**config.mk**
```make
export PLATFORM = sky130hd
export DESIGN_NAME = hamming_secded_corrector
export DESIGN_NICKNAME = d
export VERILOG_FILES = /design/src/rtl/hamming_secded_corrector.sv
export SDC_FILE = /design/constraint.sdc
export NUM_CORES = 1
export LEC_CHECK = 0
export CORE_ASPECT_RATIO = 0.9
export CORE_MARGIN = 2
export CORE_UTILIZATION = 40
export CTS_CLUSTER_DIAMETER = 100
export DETAILED_ROUTE_END_ITERATION = 6
export PLACE_DENSITY = 0.69
export SYNTH_ARGS = -nofsm -noshare
export SYNTH_HDL_FRONTEND = slang
export SYNTH_SLANG_ARGS = --single-unit
```
**constraint.sdc**
```tcl
create_clock -name clk -period 1.9 [get_ports clk]
set_input_delay 0.19 -clock clk [delete_from_list [all_inputs] [get_ports clk]]
set_output_delay 0.19 -clock clk [all_outputs]
set_load 0.005 [all_outputs]
```
**src/rtl/hamming_secded_corrector.sv**
```systemverilog
// ---------------------------------------------------------------------------
// hamming_secded_corrector
//
// Pipelined Hamming SEC / SEC-DED decoder with valid/ready streaming on both
// sides, per-word error flags and saturating error statistics.
//
// Codeword layout: in_code[i] is Hamming position i+1. Check bits sit at the
// power-of-two positions, data bits fill the remaining positions in ascending
// order. With SECDED=1, in_code[HAM_W] is the overall parity bit.
//
// Ports:
//   clk, rst_n          clock (rising edge), asynchronous active-low reset
//   in_valid/in_ready   input handshake, in_code = received codeword
//   out_valid/out_ready output handshake
//   out_data            corrected information bits (LSB = lowest data position)
//   out_syndrome        Hamming syndrome of the delivered word
//   out_corrected       single error corrected (incl. overall parity bit error)
//   out_uncorrectable   double error, or syndrome beyond HAM_W
//   clear_cnt           synchronous clear of both statistics counters
//   corr_count          saturating count of delivered corrected words
//   uncorr_count        saturating count of delivered uncorrectable words
//
// Handshake: a word moves across an interface on a cycle where valid and
// ready are both high. A producer holds valid and its payload steady until
// the transfer. Each stage advances when it is empty or its downstream
// stage advances (s2_adv = !out_valid | out_ready; s1_adv = !s1_valid |
// s2_adv), and in_ready is s1_adv, so no word is dropped or duplicated and
// the output registers hold while out_valid & !out_ready.
// ---------------------------------------------------------------------------
module hamming_secded_corrector #(
    parameter  int DATA_W = 4,
    parameter  int PAR_W  = 3,
    parameter  int SECDED = 1,
    parameter  int CNT_W  = 8,
    localparam int HAM_W  = DATA_W + PAR_W,
    localparam int CODE_W = HAM_W + SECDED
) (
    input  logic              clk,
    input  logic              rst_n,
    input  logic              in_valid,
    output logic              in_ready,
    input  logic [CODE_W-1:0] in_code,
    output logic              out_valid,
    input  logic              out_ready,
    output logic [DATA_W-1:0] out_data,
    output logic [PAR_W-1:0]  out_syndrome,
    output logic              out_corrected,
    output logic              out_uncorrectable,
    input  logic              clear_cnt,
    output logic [CNT_W-1:0]  corr_count,
    output logic [CNT_W-1:0]  uncorr_count
);

    generate
        if ((1 << PAR_W) < HAM_W + 1) begin : g_bad_params
            $error("hamming_secded_corrector: PAR_W too small for DATA_W");
        end
    endgenerate

    logic s1_adv;
    logic s2_adv;
    logic out_fire;

    // Stage 1 state
    logic              s1_valid_q;
    logic [HAM_W-1:0]  s1_code_q;
    logic [PAR_W-1:0]  s1_syn_q;
    logic              s1_par_q;
    logic [PAR_W-1:0]  s1_syn_d;
    logic              s1_par_d;

    // Stage 2 state
    logic              out_valid_q;
    logic [DATA_W-1:0] out_data_q;
    logic [PAR_W-1:0]  out_syn_q;
    logic              out_corr_q;
    logic              out_uncorr_q;
    logic [DATA_W-1:0] out_data_d;
    logic              out_corr_d;
    logic              out_uncorr_d;

    logic [CNT_W-1:0]  corr_cnt_q;
    logic [CNT_W-1:0]  uncorr_cnt_q;
    logic [CNT_W-1:0]  corr_cnt_d;
    logic [CNT_W-1:0]  uncorr_cnt_d;

    assign s2_adv   = !out_valid_q || out_ready;
    assign s1_adv   = !s1_valid_q || s2_adv;
    assign in_ready = s1_adv;
    assign out_fire = out_valid_q && out_ready;

    // Syndrome is the XOR of the positions of all set bits; a clean
    // codeword gives zero, a single error gives the erroneous position.
    always_comb begin
        s1_syn_d = '0;
        for (int i = 0; i < HAM_W; i++) begin
            if (in_code[i]) begin
                s1_syn_d = s1_syn_d ^ PAR_W'(i + 1);
            end
        end
        s1_par_d = (SECDED != 0) ? ^in_code : 1'b0;
    end

    always_ff @(posedge clk or negedge rst_n) begin
        if (!rst_n) begin
            s1_valid_q <= 1'b0;
            s1_code_q  <= '0;
            s1_syn_q   <= '0;
            s1_par_q   <= 1'b0;
        end else if (s1_adv) begin
            s1_valid_q <= in_valid;
            if (in_valid) begin
                s1_code_q <= in_code[HAM_W-1:0];
                s1_syn_q  <= s1_syn_d;
                s1_par_q  <= s1_par_d;
            end
        end
    end

    // Classification and correction. With SECDED, a nonzero syndrome with
    // even overall parity means two bits flipped; a zero syndrome with odd
    // parity means only the overall parity bit itself flipped.
    always_comb begin
        logic [HAM_W-1:0] fixed;
        logic             flip_en;
        int               k;
        fixed        = s1_code_q;
        flip_en      = 1'b0;
        out_corr_d   = 1'b0;
        out_uncorr_d = 1'b0;
        out_data_d   = '0;
        k            = 0;
        if ((SECDED != 0) && (s1_syn_q != '0) && !s1_par_q) begin
            out_uncorr_d = 1'b1;
        end else if (s1_syn_q == '0) begin
            out_corr_d = s1_par_q;
        end else if (int'(s1_syn_q) > HAM_W) begin
            out_uncorr_d = 1'b1;
        end else begin
            out_corr_d = 1'b1;
            flip_en    = 1'b1;
        end
        for (int i = 0; i < HAM_W; i++) begin
            if (flip_en && (PAR_W'(i + 1) == s1_syn_q)) begin
                fixed[i] = ~fixed[i];
            end
        end
        // Gather data bits from the non-power-of-two positions.
        for (int pos = 1; pos <= HAM_W; pos++) begin
            if ((pos & (pos - 1)) != 0) begin
                out_data_d[k] = fixed[pos-1];
                k = k + 1;
            end
        end
    end

    always_ff @(posedge clk or negedge rst_n) begin
        if (!rst_n) begin
            out_valid_q  <= 1'b0;
            out_data_q   <= '0;
            out_syn_q    <= '0;
            out_corr_q   <= 1'b0;
            out_uncorr_q <= 1'b0;
        end else if (s2_adv) begin
            out_valid_q <= s1_valid_q;
            if (s1_valid_q) begin
                out_data_q   <= out_data_d;
                out_syn_q    <= s1_syn_q;
                out_corr_q   <= out_corr_d;
                out_uncorr_q <= out_uncorr_d;
            end
        end
    end

    // Statistics count delivered words only; clear wins over an increment.
    always_comb begin
        corr_cnt_d   = corr_cnt_q;
        uncorr_cnt_d = uncorr_cnt_q;
        if (clear_cnt) begin
            corr_cnt_d   = '0;
            uncorr_cnt_d = '0;
        end else if (out_fire) begin
            if (out_corr_q && (corr_cnt_q != '1)) begin
                corr_cnt_d = corr_cnt_q + 1'b1;
            end
            if (out_uncorr_q && (uncorr_cnt_q != '1)) begin
                uncorr_cnt_d = uncorr_cnt_q + 1'b1;
            end
        end
    end

    always_ff @(posedge clk or negedge rst_n) begin
        if (!rst_n) begin
            corr_cnt_q   <= '0;
            uncorr_cnt_q <= '0;
        end else begin
            corr_cnt_q   <= corr_cnt_d;
            uncorr_cnt_q <= uncorr_cnt_d;
        end
    end

    assign out_valid         = out_valid_q;
    assign out_data          = out_data_q;
    assign out_syndrome      = out_syn_q;
    assign out_corrected     = out_corr_q;
    assign out_uncorrectable = out_uncorr_q;
    assign corr_count        = corr_cnt_q;
    assign uncorr_count      = uncorr_cnt_q;

endmodule
```
==> flow_summary.yaml <==
global_routing:
  antenna_found_initial: 0
  grt_usage_pct: 15.5
  grt_max_degree: 36
  grt_pass1_vias: 1246
  grt_pass1_wl_um: 5690
  overflow: 0
cts:
  clk_pin_slew_ns: 0.07
  cts_resized: 0
  cts_buffer_depth: 2
  cts_tree: "built"
  insertion_delay_ns: 0.29
  cts_buffers: 5
  cts_sinks: 35
  cts_setup_buffers: 0
  cts-root-buf: "clkbuf_8"
  htree_levels: 2
  hold_buffers: 0
place:
  place.gp.congestion: 0.786
  io_buffers: 39
  hpwl_um: 2440
die:
  chipWidth_um: 73.1
  ios: 40
  die_y_um: 66.2
  fp-row-count: 22
  dieArea_mm2: 0.00484
  initial_core_util_pct: 41.9
  core_area_mm2: 0.00410
worst_hold_path:
  hold_class: "in -> async"
synth:
  synth_nets: 173
  synth_area_per_cell_um2: 10.9
  synthArstFlopShare_pct: 100
  synth-seq-cells: 35
  yosys_warnings: 0
  synth_cells: 158
  synth_ff_type: "dfrtp_1"
  synth-seq-area-share_pct: 51.0
  synth_area_mm2: 0.00172
  yosysUniqueCellTypes: 34
  synth_edf_count: 0
sta:
  slew_viol_final: 0
  rsz0062_at_grt: "false"
  fin_tns_setup_ns: 0
  tightest_slew_ns: 0.431
  finClkSkew_ns: 0.00346
  min_period_ns: 1.59
  fmax_ghz: 0.631
  final.period_utilization_pct: 83.5
  setup_viol: 0
  max_slew_margin_pct: 71.3
  finalHoldViolations: 0
detailed_routing:
  first_pass_iters: 4
  drt-total-wl_um: 3280
  wl_per_cell_um: 13.1
  via_per_inst: 5.24
  drtIter0Drc: 124
  drc_errors: 0
  ant_nets: 0
  vias: 1310
run:
  cap_violations: 0
setup_path:
  r2r_cells: 5
  cp-end-kind: "output port"
  required_ns: 1.71
  r2r_start: "uncorr_count[0]"
  start_kind: "input pin"
  crit_path_start: "out_ready"
  path_class: "in -> out"
  crit_fanout: 4
  cp_data_arrival_time_ns: 1.40
power_and_ir_drop:
  p_per_area_mw_per_mm2: 878
  p_leak_uw: 0.000945
  power_uw: 1970
  max-vdd-ir-drop_uv: 636
cells_and_area:
  syn2layout_area_growth_pct: 30.7
  diodes: 0
  layout-drive-gt1-share_pct: 11.9
  final_nets: 216
outcome:
  outcome: "complete, no violations"
==> area by class of cell <==
type                            instances  area [um^2]
Tap cell                               48         60.1
Inverter                                1         3.75
Multi-Input combinational cell        116          803
Sequential cell                        35          876
Fill cell                             363         1860
Clock buffer                            5         68.8
Clock inverter                          3         20.0
Timing Repair Buffer                   42          413
==> synthesized netlist by cell type, types with 4 or more instances <==
cell type   n  share of area (%)
dfrtp_1    35                 51
xor2_1     13                6.6
nand2_1    12                2.6
o21ai_0    11                3.2
nor2_1     10                2.2
mux2_2      9                5.9
xnor2_1     8                4.1
nand4_1     5                1.8
a21oi_1     4                1.2
and3_1      4                1.5
mux2i_1     4                2.3
nand2b_1    4                1.5
nand3_1     4                1.2
==> final timing paths <==
check | end | slack [ns]
setup / recovery | in_ready | 0.31
hold / removal | corr_count[5] | 0.32
setup reg to reg | uncorr_count[7] | 0.32
hold reg to reg | out_data[1] | 0.48
max in group asynchronous | out_data[2] | 1.27
min in group clk | out_data[1] | 0.48
==> cell families after synthesis <==
group           synth area share, %
simple gates                   17.3
flops                          51.0
compound gates                 9.03
xor+xnor                       10.7
mux                            8.23
buf+inv                        2.26
fa+ha+maj                      1.46
==> where the power goes <==
group,switching [uW],internal [uW],leakage (uW),total (uW)
clock,275,255,0.0000402,529
combinational,175,292,0.000456,466
sequential,113,863,0.000449,975
==> per-stage QoR <==
step	hold WS, ns	cells	cell area (um^2)	util, %	setup slack [ns]
2_1_floorplan	-0.106	158	1720	-	0.379
3_3_place_gp	0.469	242	2160	52.6	0.223
3_5_place_dp	0.475	242	2160	52.6	0.210
4_1_cts	0.334	250	2240	54.7	0.305
5_1_grt	0.367	250	2240	54.7	0.125
6_report	0.316	250	2240	54.7	0.314
==> sequential cells by signal, indices dropped and copies added (netlist names) <==
| signal | cells |
|---|---|
| s1_code_q | 4 |
| corr_count | 8 |
| s1_syn_q | 3 |
| out_valid | 1 |
| s1_valid_q | 1 |
| out_corrected | 1 |
| uncorr_count | 8 |
| out_syndrome | 3 |
| out_uncorrectable | 1 |
| s1_par_q | 1 |
| out_data | 4 |
==> placed cells by master, fill, tap and decap left out, drive strengths merged <==
master,instances
xor2,13
nor2b,1
clkinv,1
o21ai,12
buf,3
o211ai,3
and3,6
or2b,1
xnor2,8
o31ai,3
ha,2
mux2,9
or3,2
mux2i,4
o21a,1
nand2,12
nand3,4
clkbuf,5
a21oi,4
clkdlybuf4s50,39
inv,1
o21ba,1
nor3,2
nand4b,3
nand3b,1
o2111ai,1
nor2,10
nand4,5
dfrtp,35
clkinvlp,2
and2,1
nand2b,4
or4,3
==> worst max-delay path, cell delays in order <==
cell             delay, ns
clkdlybuf4s50_1       0.50
nand3b_1              0.17
clkdlybuf4s50_1       0.53
==> per-layer routing <==
| metal | wire, um | GRT usage [%] | up-vias | share of wire (%) |
|---|---|---|---|---|
| li1 | - | - | 645 | - |
| met1 | 1470 | 19.4 | 626 | 45 |
| met2 | 1600 | 25.0 | 32 | 49 |
| met3 | 148 | 4.42 | 7 | 4.5 |
| met4 | 59 | 6.48 | 0 | 1.8 |
| met5 | 0 | 0 | - | 0 |
(Power assumes the default switching activity.)
